--- src/rtl/gcd_controller.sv ---
// gcd_controller: sequencing FSM for a subtract-based GCD datapath.
//
// On start it asks the operand source for A, then B, on the shared data_in
// bus. It then repeatedly subtracts the smaller register from the larger
// until the datapath reports A == B. Completion is reported on done and
// failure on err. Each is held until ack. The result is left in register A.
//
// Parameters
//   MAX_ITER  subtract steps allowed before the run is abandoned (< 2**CNT_W)
//   CNT_W     width of the iteration counter
//
// Ports
//   clk, rst_n           clock (rising edge), asynchronous active-low reset
//   start                run request, sampled only in IDLE
//   ack                  acknowledges done/err, returns to IDLE
//   gt, lt, eq           datapath compare flags (A>B, A<B, A==B)
//   lda, ldb             load register A / B
//   sel1, sel2           subtractor minuend / subtrahend select (0 = A, 1 = B)
//   sel_in               register input select (1 = data_in, 0 = subtractor)
//   req_a, req_b         data_in must carry operand A / B this cycle
//   busy                 run in progress (LOAD_A, LOAD_B, CALC)
//   done, err            result valid / timeout or illegal flags
//   iter_count           subtract count of the last run; present only when
//                        GCD_ITER_COUNT_EN is defined
//
// state  | meaning
// -------+-----------------------------------------------
// IDLE   | waiting for start
// LOAD_A | operand A loaded from data_in
// LOAD_B | operand B loaded from data_in
// CALC   | one subtract per cycle until A == B
// DONE   | result valid in A, waiting for ack
// ERR    | timeout or illegal flag combination, waiting for ack

`timescale 1ns/1ps

module gcd_controller #(
    parameter int MAX_ITER = 65535,
    parameter int CNT_W    = 16
) (
    input  logic             clk,
    input  logic             rst_n,
    input  logic             start,
    input  logic             ack,
    input  logic             gt,
    input  logic             lt,
    input  logic             eq,
    output logic             lda,
    output logic             ldb,
    output logic             sel1,
    output logic             sel2,
    output logic             sel_in,
    output logic             req_a,
    output logic             req_b,
    output logic             busy,
    output logic             done,
`ifdef GCD_ITER_COUNT_EN
    output logic             err,
    output logic [CNT_W-1:0] iter_count
`else
    output logic             err
`endif
);

    typedef enum logic [2:0] {
        IDLE   = 3'd0,
        LOAD_A = 3'd1,
        LOAD_B = 3'd2,
        CALC   = 3'd3,
        DONE   = 3'd4,
        ERR    = 3'd5
    } state_t;

    localparam logic [CNT_W-1:0] MAX_CNT = CNT_W'(MAX_ITER);

    state_t           state;
    state_t           state_nxt;
    logic [CNT_W-1:0] iter_cnt;
    logic             cnt_clr;
    logic             cnt_inc;

    always_ff @(posedge clk or negedge rst_n) begin
        if (!rst_n) begin
            state <= IDLE;
        end else begin
            state <= state_nxt;
        end
    end

    // Increments only while below MAX_CNT, so the counter saturates there.
    always_ff @(posedge clk or negedge rst_n) begin
        if (!rst_n) begin
            iter_cnt <= '0;
        end else if (cnt_clr) begin
            iter_cnt <= '0;
        end else if (cnt_inc) begin
            iter_cnt <= iter_cnt + 1'b1;
        end
    end

    always_comb begin
        state_nxt = state;
        lda       = 1'b0;
        ldb       = 1'b0;
        sel1      = 1'b0;
        sel2      = 1'b0;
        sel_in    = 1'b0;
        req_a     = 1'b0;
        req_b     = 1'b0;
        busy      = 1'b0;
        done      = 1'b0;
        err       = 1'b0;
        cnt_clr   = 1'b0;
        cnt_inc   = 1'b0;

        case (state)
            IDLE: begin
                if (start) begin
                    state_nxt = LOAD_A;
                    cnt_clr   = 1'b1;
                end
            end
            LOAD_A: begin
                lda       = 1'b1;
                sel_in    = 1'b1;
                req_a     = 1'b1;
                busy      = 1'b1;
                state_nxt = LOAD_B;
            end
            LOAD_B: begin
                ldb       = 1'b1;
                sel_in    = 1'b1;
                req_b     = 1'b1;
                busy      = 1'b1;
                state_nxt = CALC;
            end
            CALC: begin
                busy = 1'b1;
                // Exactly one flag must be high; anything else is a datapath fault.
                case ({gt, lt, eq})
                    3'b001: state_nxt = DONE;
                    3'b100: begin
                        if (iter_cnt < MAX_CNT) begin
                            lda     = 1'b1;
                            sel2    = 1'b1;
                            cnt_inc = 1'b1;
                        end else begin
                            state_nxt = ERR;
                        end
                    end
                    3'b010: begin
                        if (iter_cnt < MAX_CNT) begin
                            ldb     = 1'b1;
                            sel1    = 1'b1;
                            cnt_inc = 1'b1;
                        end else begin
                            state_nxt = ERR;
                        end
                    end
                    default: state_nxt = ERR;
                endcase
            end
            DONE: begin
                done = 1'b1;
                if (ack) begin
                    state_nxt = IDLE;
                end
            end
            ERR: begin
                err = 1'b1;
                if (ack) begin
                    state_nxt = IDLE;
                end
            end
            default: state_nxt = IDLE;
        endcase
    end

`ifdef GCD_ITER_COUNT_EN
    // Captures the count as the run leaves CALC. Clears when a new run starts.
    always_ff @(posedge clk or negedge rst_n) begin
        if (!rst_n) begin
            iter_count <= '0;
        end else if (cnt_clr) begin
            iter_count <= '0;
        end else if (state == CALC && (state_nxt == DONE || state_nxt == ERR)) begin
            iter_count <= iter_cnt;
        end
    end
`endif

endmodule

--- config.mk ---
export PLATFORM = sky130hd
export DESIGN_NAME = gcd_controller
export DESIGN_NICKNAME = d
export VERILOG_FILES = /design/src/rtl/gcd_controller.sv
export SDC_FILE = /design/constraint.sdc
export NUM_CORES = 1
export LEC_CHECK = 0
export BUFFER_PORTS_ARGS = -buffer_cell sky130_fd_sc_hd__buf_2
export CAP_MARGIN = 20
export CORE_ASPECT_RATIO = 1.25
export CORE_MARGIN = 2
export CORE_UTILIZATION = 40
export DETAILED_ROUTE_END_ITERATION = 10
export HOLD_SLACK_MARGIN = 0.08
export PLACE_DENSITY_LB_ADDON = 0.08
export SYNTH_ARGS = -nofsm -noshare
export SYNTH_HDL_FRONTEND = slang
export SYNTH_SLANG_ARGS = --single-unit
export TNS_END_PERCENT = 30
--- constraint.sdc ---
create_clock -name clk -period 3.86 [get_ports clk]
set_input_delay 0.772 -clock clk [delete_from_list [all_inputs] [get_ports clk]]
set_output_delay 0.772 -clock clk [all_outputs]
set_load 0.03 [all_outputs]
==> results.py <==
metrics = {
    "drt": {
        "ant_nets": 0,
        "vias": 1153,
        "wl_per_cell_um": 15.24,
        "first_iter_violations": 24,
        "wl_um": 2881,
        "drc_errors": 0,
        "via_per_inst": 6.101,
        "dr.pass1.iters": 4,
    },
    "floorplanning": {
        "dieArea_sq_um": 3561,
        "fp-row-count": 22,
        "pin_count": 17,
        "die_w_um": 53.78,
        "start_util_pct": 42.06,
        "core_area_sq_um": 2945,
        "die_h_um": 66.22,
    },
    "cts": {
        "cts_max_level": 1,
        "ctsResizeCount": 0,
        "insertion_delay_ps": 310,
        "cts_setup_buffers": 0,
        "clk_pin_slew_worst_paths_ps": 120,
        "cts_tree": "done",
        "cts.sinks": 19,
        "cts_root_buf": "clkbuf_4",
        "clock_path_buffers": 2,
        "holdBufCountCts": 0,
        "cts_buffers": 3,
    },
    "logic_synthesis": {
        "synthTopCellsByArea": "dfrtp_1 (38%), a21oi_1 (4.4%), o31ai_1 (4.2%)",
        "syn_inst": 138,
        "ys_ff_latch": 19,
        "ys_types": 41,
        "seq_area_frac_synth_pct": 38.38,
        "yosysTopAreaCell": "dfrtp_1",
        "netlist.area_leader.share_pct": 38.38,
        "yosys_warnings": 0,
        "avgSynthCellArea_sq_um": 8.976,
        "syn_area_sq_um": 1239,
        "syn-num-nets": 146,
    },
    "finish": {
        "fin_nets": 162,
        "drive_gt1_share_pct": 19.61,
        "stdcell_area_sq_um": 1364,
        "antenna_cells": 0,
        "fin_util_pct": 46.30,
        "area_delta_synth_final_pct": 10.10,
    },
    "worst_hold_path": {
        "hp-class": "input pin to asynchronous set/reset pin",
    },
    "power_and_ir_drop": {
        "p_per_area_nw_per_um2": 509.2,
        "power_mw": 0.6945,
        "p_leak_nw": 0.5454,
        "peakVddDrop_v": 0.0003274,
    },
    "global_routing": {
        "grt_pass1_vias": 1058,
        "gr-total-overflow": 0,
        "grt_start_max_net_pins": 20,
        "grt_pass1_wl_um": 4899,
        "antenna_found_initial": 0,
        "track_usage_pct": 18.92,
    },
    "placed_design": {
        "gp_congestion": 0.8025,
        "io_buffers": 16,
        "placed_cell_area_sq_um": 1336,
        "hpwl_um": 2131,
    },
    "sta": {
        "fin_setup_tns_ps": 0,
        "timing.fmax_mhz": 348.5,
        "tightest_slew_ps": 532.9,
        "fin_crit_sh_pct": 74.34,
        "finalMaxSlewViolations": 0,
        "setup_viol": 0,
        "rsz0062_at_grt": "no",
        "skew_ps": 13.10,
        "hold_viol": 0,
        "period_needed_ps": 2870,
        "maxSlewHeadroom_pct": 64.20,
    },
    "worst_setup_path": {
        "cp.required_ps": 3090,
        "max_stage_delay_ps": 450,
        "cp.arrival_ps": 2100,
        "crit_family": "simple AND/OR/NAND/NOR gates",
        "path_class": "flop to output port",
        "critPathSlowestCell": "dfrtp_1",
        "crit_buf_inv": 2,
        "crit_path_start_kind": "flop",
        "end_kind": "output port",
        "path_cells": "ha_1 > nand4_1 > nor4_1 > buf_4 > or3_1 > a21oi_1 > buf_2",
        "timing.critical_path.fanout_max": 11,
    },
    "job": {
        "cap_violations": 0,
    },
    "run_status": {
        "status": "finished, final reports clean",
    },
}
-- worst reg2reg max path: cells and delay by family, from the launching register on --
| kind | cells | cell delay, ps |
|---|---|---|
| AOI/OAI and AO/OA | 1 | 150 |
| DFF | 1 | 630 |
| and+or+nand+nor | 3 | 1300 |
-- final cells by class --
class,count,area (sq um)
Inverter,4,15.01
Sequential cell,19,475.5
Multi-Input combinational cell,109,713.2
Clock inverter,1,5.005
Clock buffer,3,22.52
Timing Repair Buffer,17,87.58
Fill cell,296,1582
Tap cell,36,45.04
-- state kept, by name, indices dropped and copies added (netlist names) --
signal,cells
iter_cnt,16
state,3
-- worst paths after layout --
check,startpoint,to,slack (ps),cells past startpoint
setup / recovery,iter_cnt[0],lda,990,7
hold / removal,rst_n,iter_cnt[13],380,1
setup reg to reg,state[0],iter_cnt[11],1710,4
hold reg to reg,iter_cnt[0],iter_cnt[0],570,1
max in group asynchronous,rst_n,iter_cnt[8],3170,1
min in group clk,iter_cnt[0],iter_cnt[0],570,1
-- per-stage QoR --
step	hold slack, ps	cells	worst slack, ps
final	377.0	189	990.4
after global routing	407.3	189	902.7
after CTS	404.9	189	1013
after detailed placement	539.4	185	1369
after global placement	532.0	185	1375
after floorplan	476.4	138	1171
-- synth_stat cells --
cell,number
buf_1,1
nand4_2,1
inv_1,4
nand4_1,5
o31a_1,1
nor3_1,5
and3_2,1
o32ai_1,1
and4_1,2
and2_1,2
a21oi_1,11
o41ai_1,2
or2_2,2
o21ai_0,2
or4_1,5
mux2_2,1
nand4b_1,2
nor3b_1,1
nand2_1,9
ha_1,1
and4_2,1
o22ai_1,1
nand3_1,10
xnor2_1,2
nand4bb_4,1
nand2b_1,4
a211oi_1,2
clkbuf_8,1
o311a_1,1
nor4b_1,1
nor2_1,10
dfrtp_1,19
clkbuf_1,2
nor4_1,4
and3_1,1
clkbuf_2,1
mux2i_1,4
o31ai_1,7
or3_1,4
or4_2,2
buf_2,1
-- cells in the final DEF, fill, tap and decap left out, types with 2 or more instances in the layout --
cell type / netlist / layout
a21oi_1: 11 / 11
a211oi_1: 2 / 2
nor4_1: 4 / 4
nand2b_1: 4 / 4
nor3_1: 5 / 5
mux2i_1: 4 / 4
nand4_1: 5 / 5
and4_1: 2 / 2
o21ai_0: 2 / 2
nor2_1: 10 / 10
nand4b_1: 2 / 2
inv_1: 4 / 4
buf_2: 1 / 16
or4_2: 2 / 2
or3_1: 4 / 4
o41ai_1: 2 / 2
or2_2: 2 / 2
nand2_1: 9 / 9
xnor2_1: 2 / 2
clkbuf_4: 0 / 3
or4_1: 5 / 5
o31ai_1: 7 / 7
and2_1: 2 / 2
dfrtp_1: 19 / 19
nand3_1: 10 / 10
-- report_power, final --
part | total, mW | leakage, nW | switching (mW) | internal, mW
logic | 0.302 | 0.268 | 0.199 | 0.102
registers | 0.288 | 0.259 | 0.0635 | 0.224
clock network | 0.105 | 0.0177 | 0.0660 | 0.0387
-- cells by family (layout without fill, tap and decap cells) --
group	count (synthesis)	count (layout)	share of synthesized area, %
AO/OA/AOI/OAI	28	28	14.85
flip-flops	19	19	38.38
multiplexers	5	5	4.141
buffers and inverters	10	25	4.039
AND/OR/NAND/NOR	73	73	36.16
XOR/XNOR	2	2	1.414
adder cells (fa/ha/maj)	1	1	1.010
-- metal layers --
layer	wire length (um)	GRT usage [%]	vias to the layer above
li1	-	-	561
met1	1233	22.76	558
met2	1488	33.23	30
met3	119	2.489	4
met4	40	6.731	0
met5	0	0	-
Note: power is estimated with default switching activity, not from simulation.
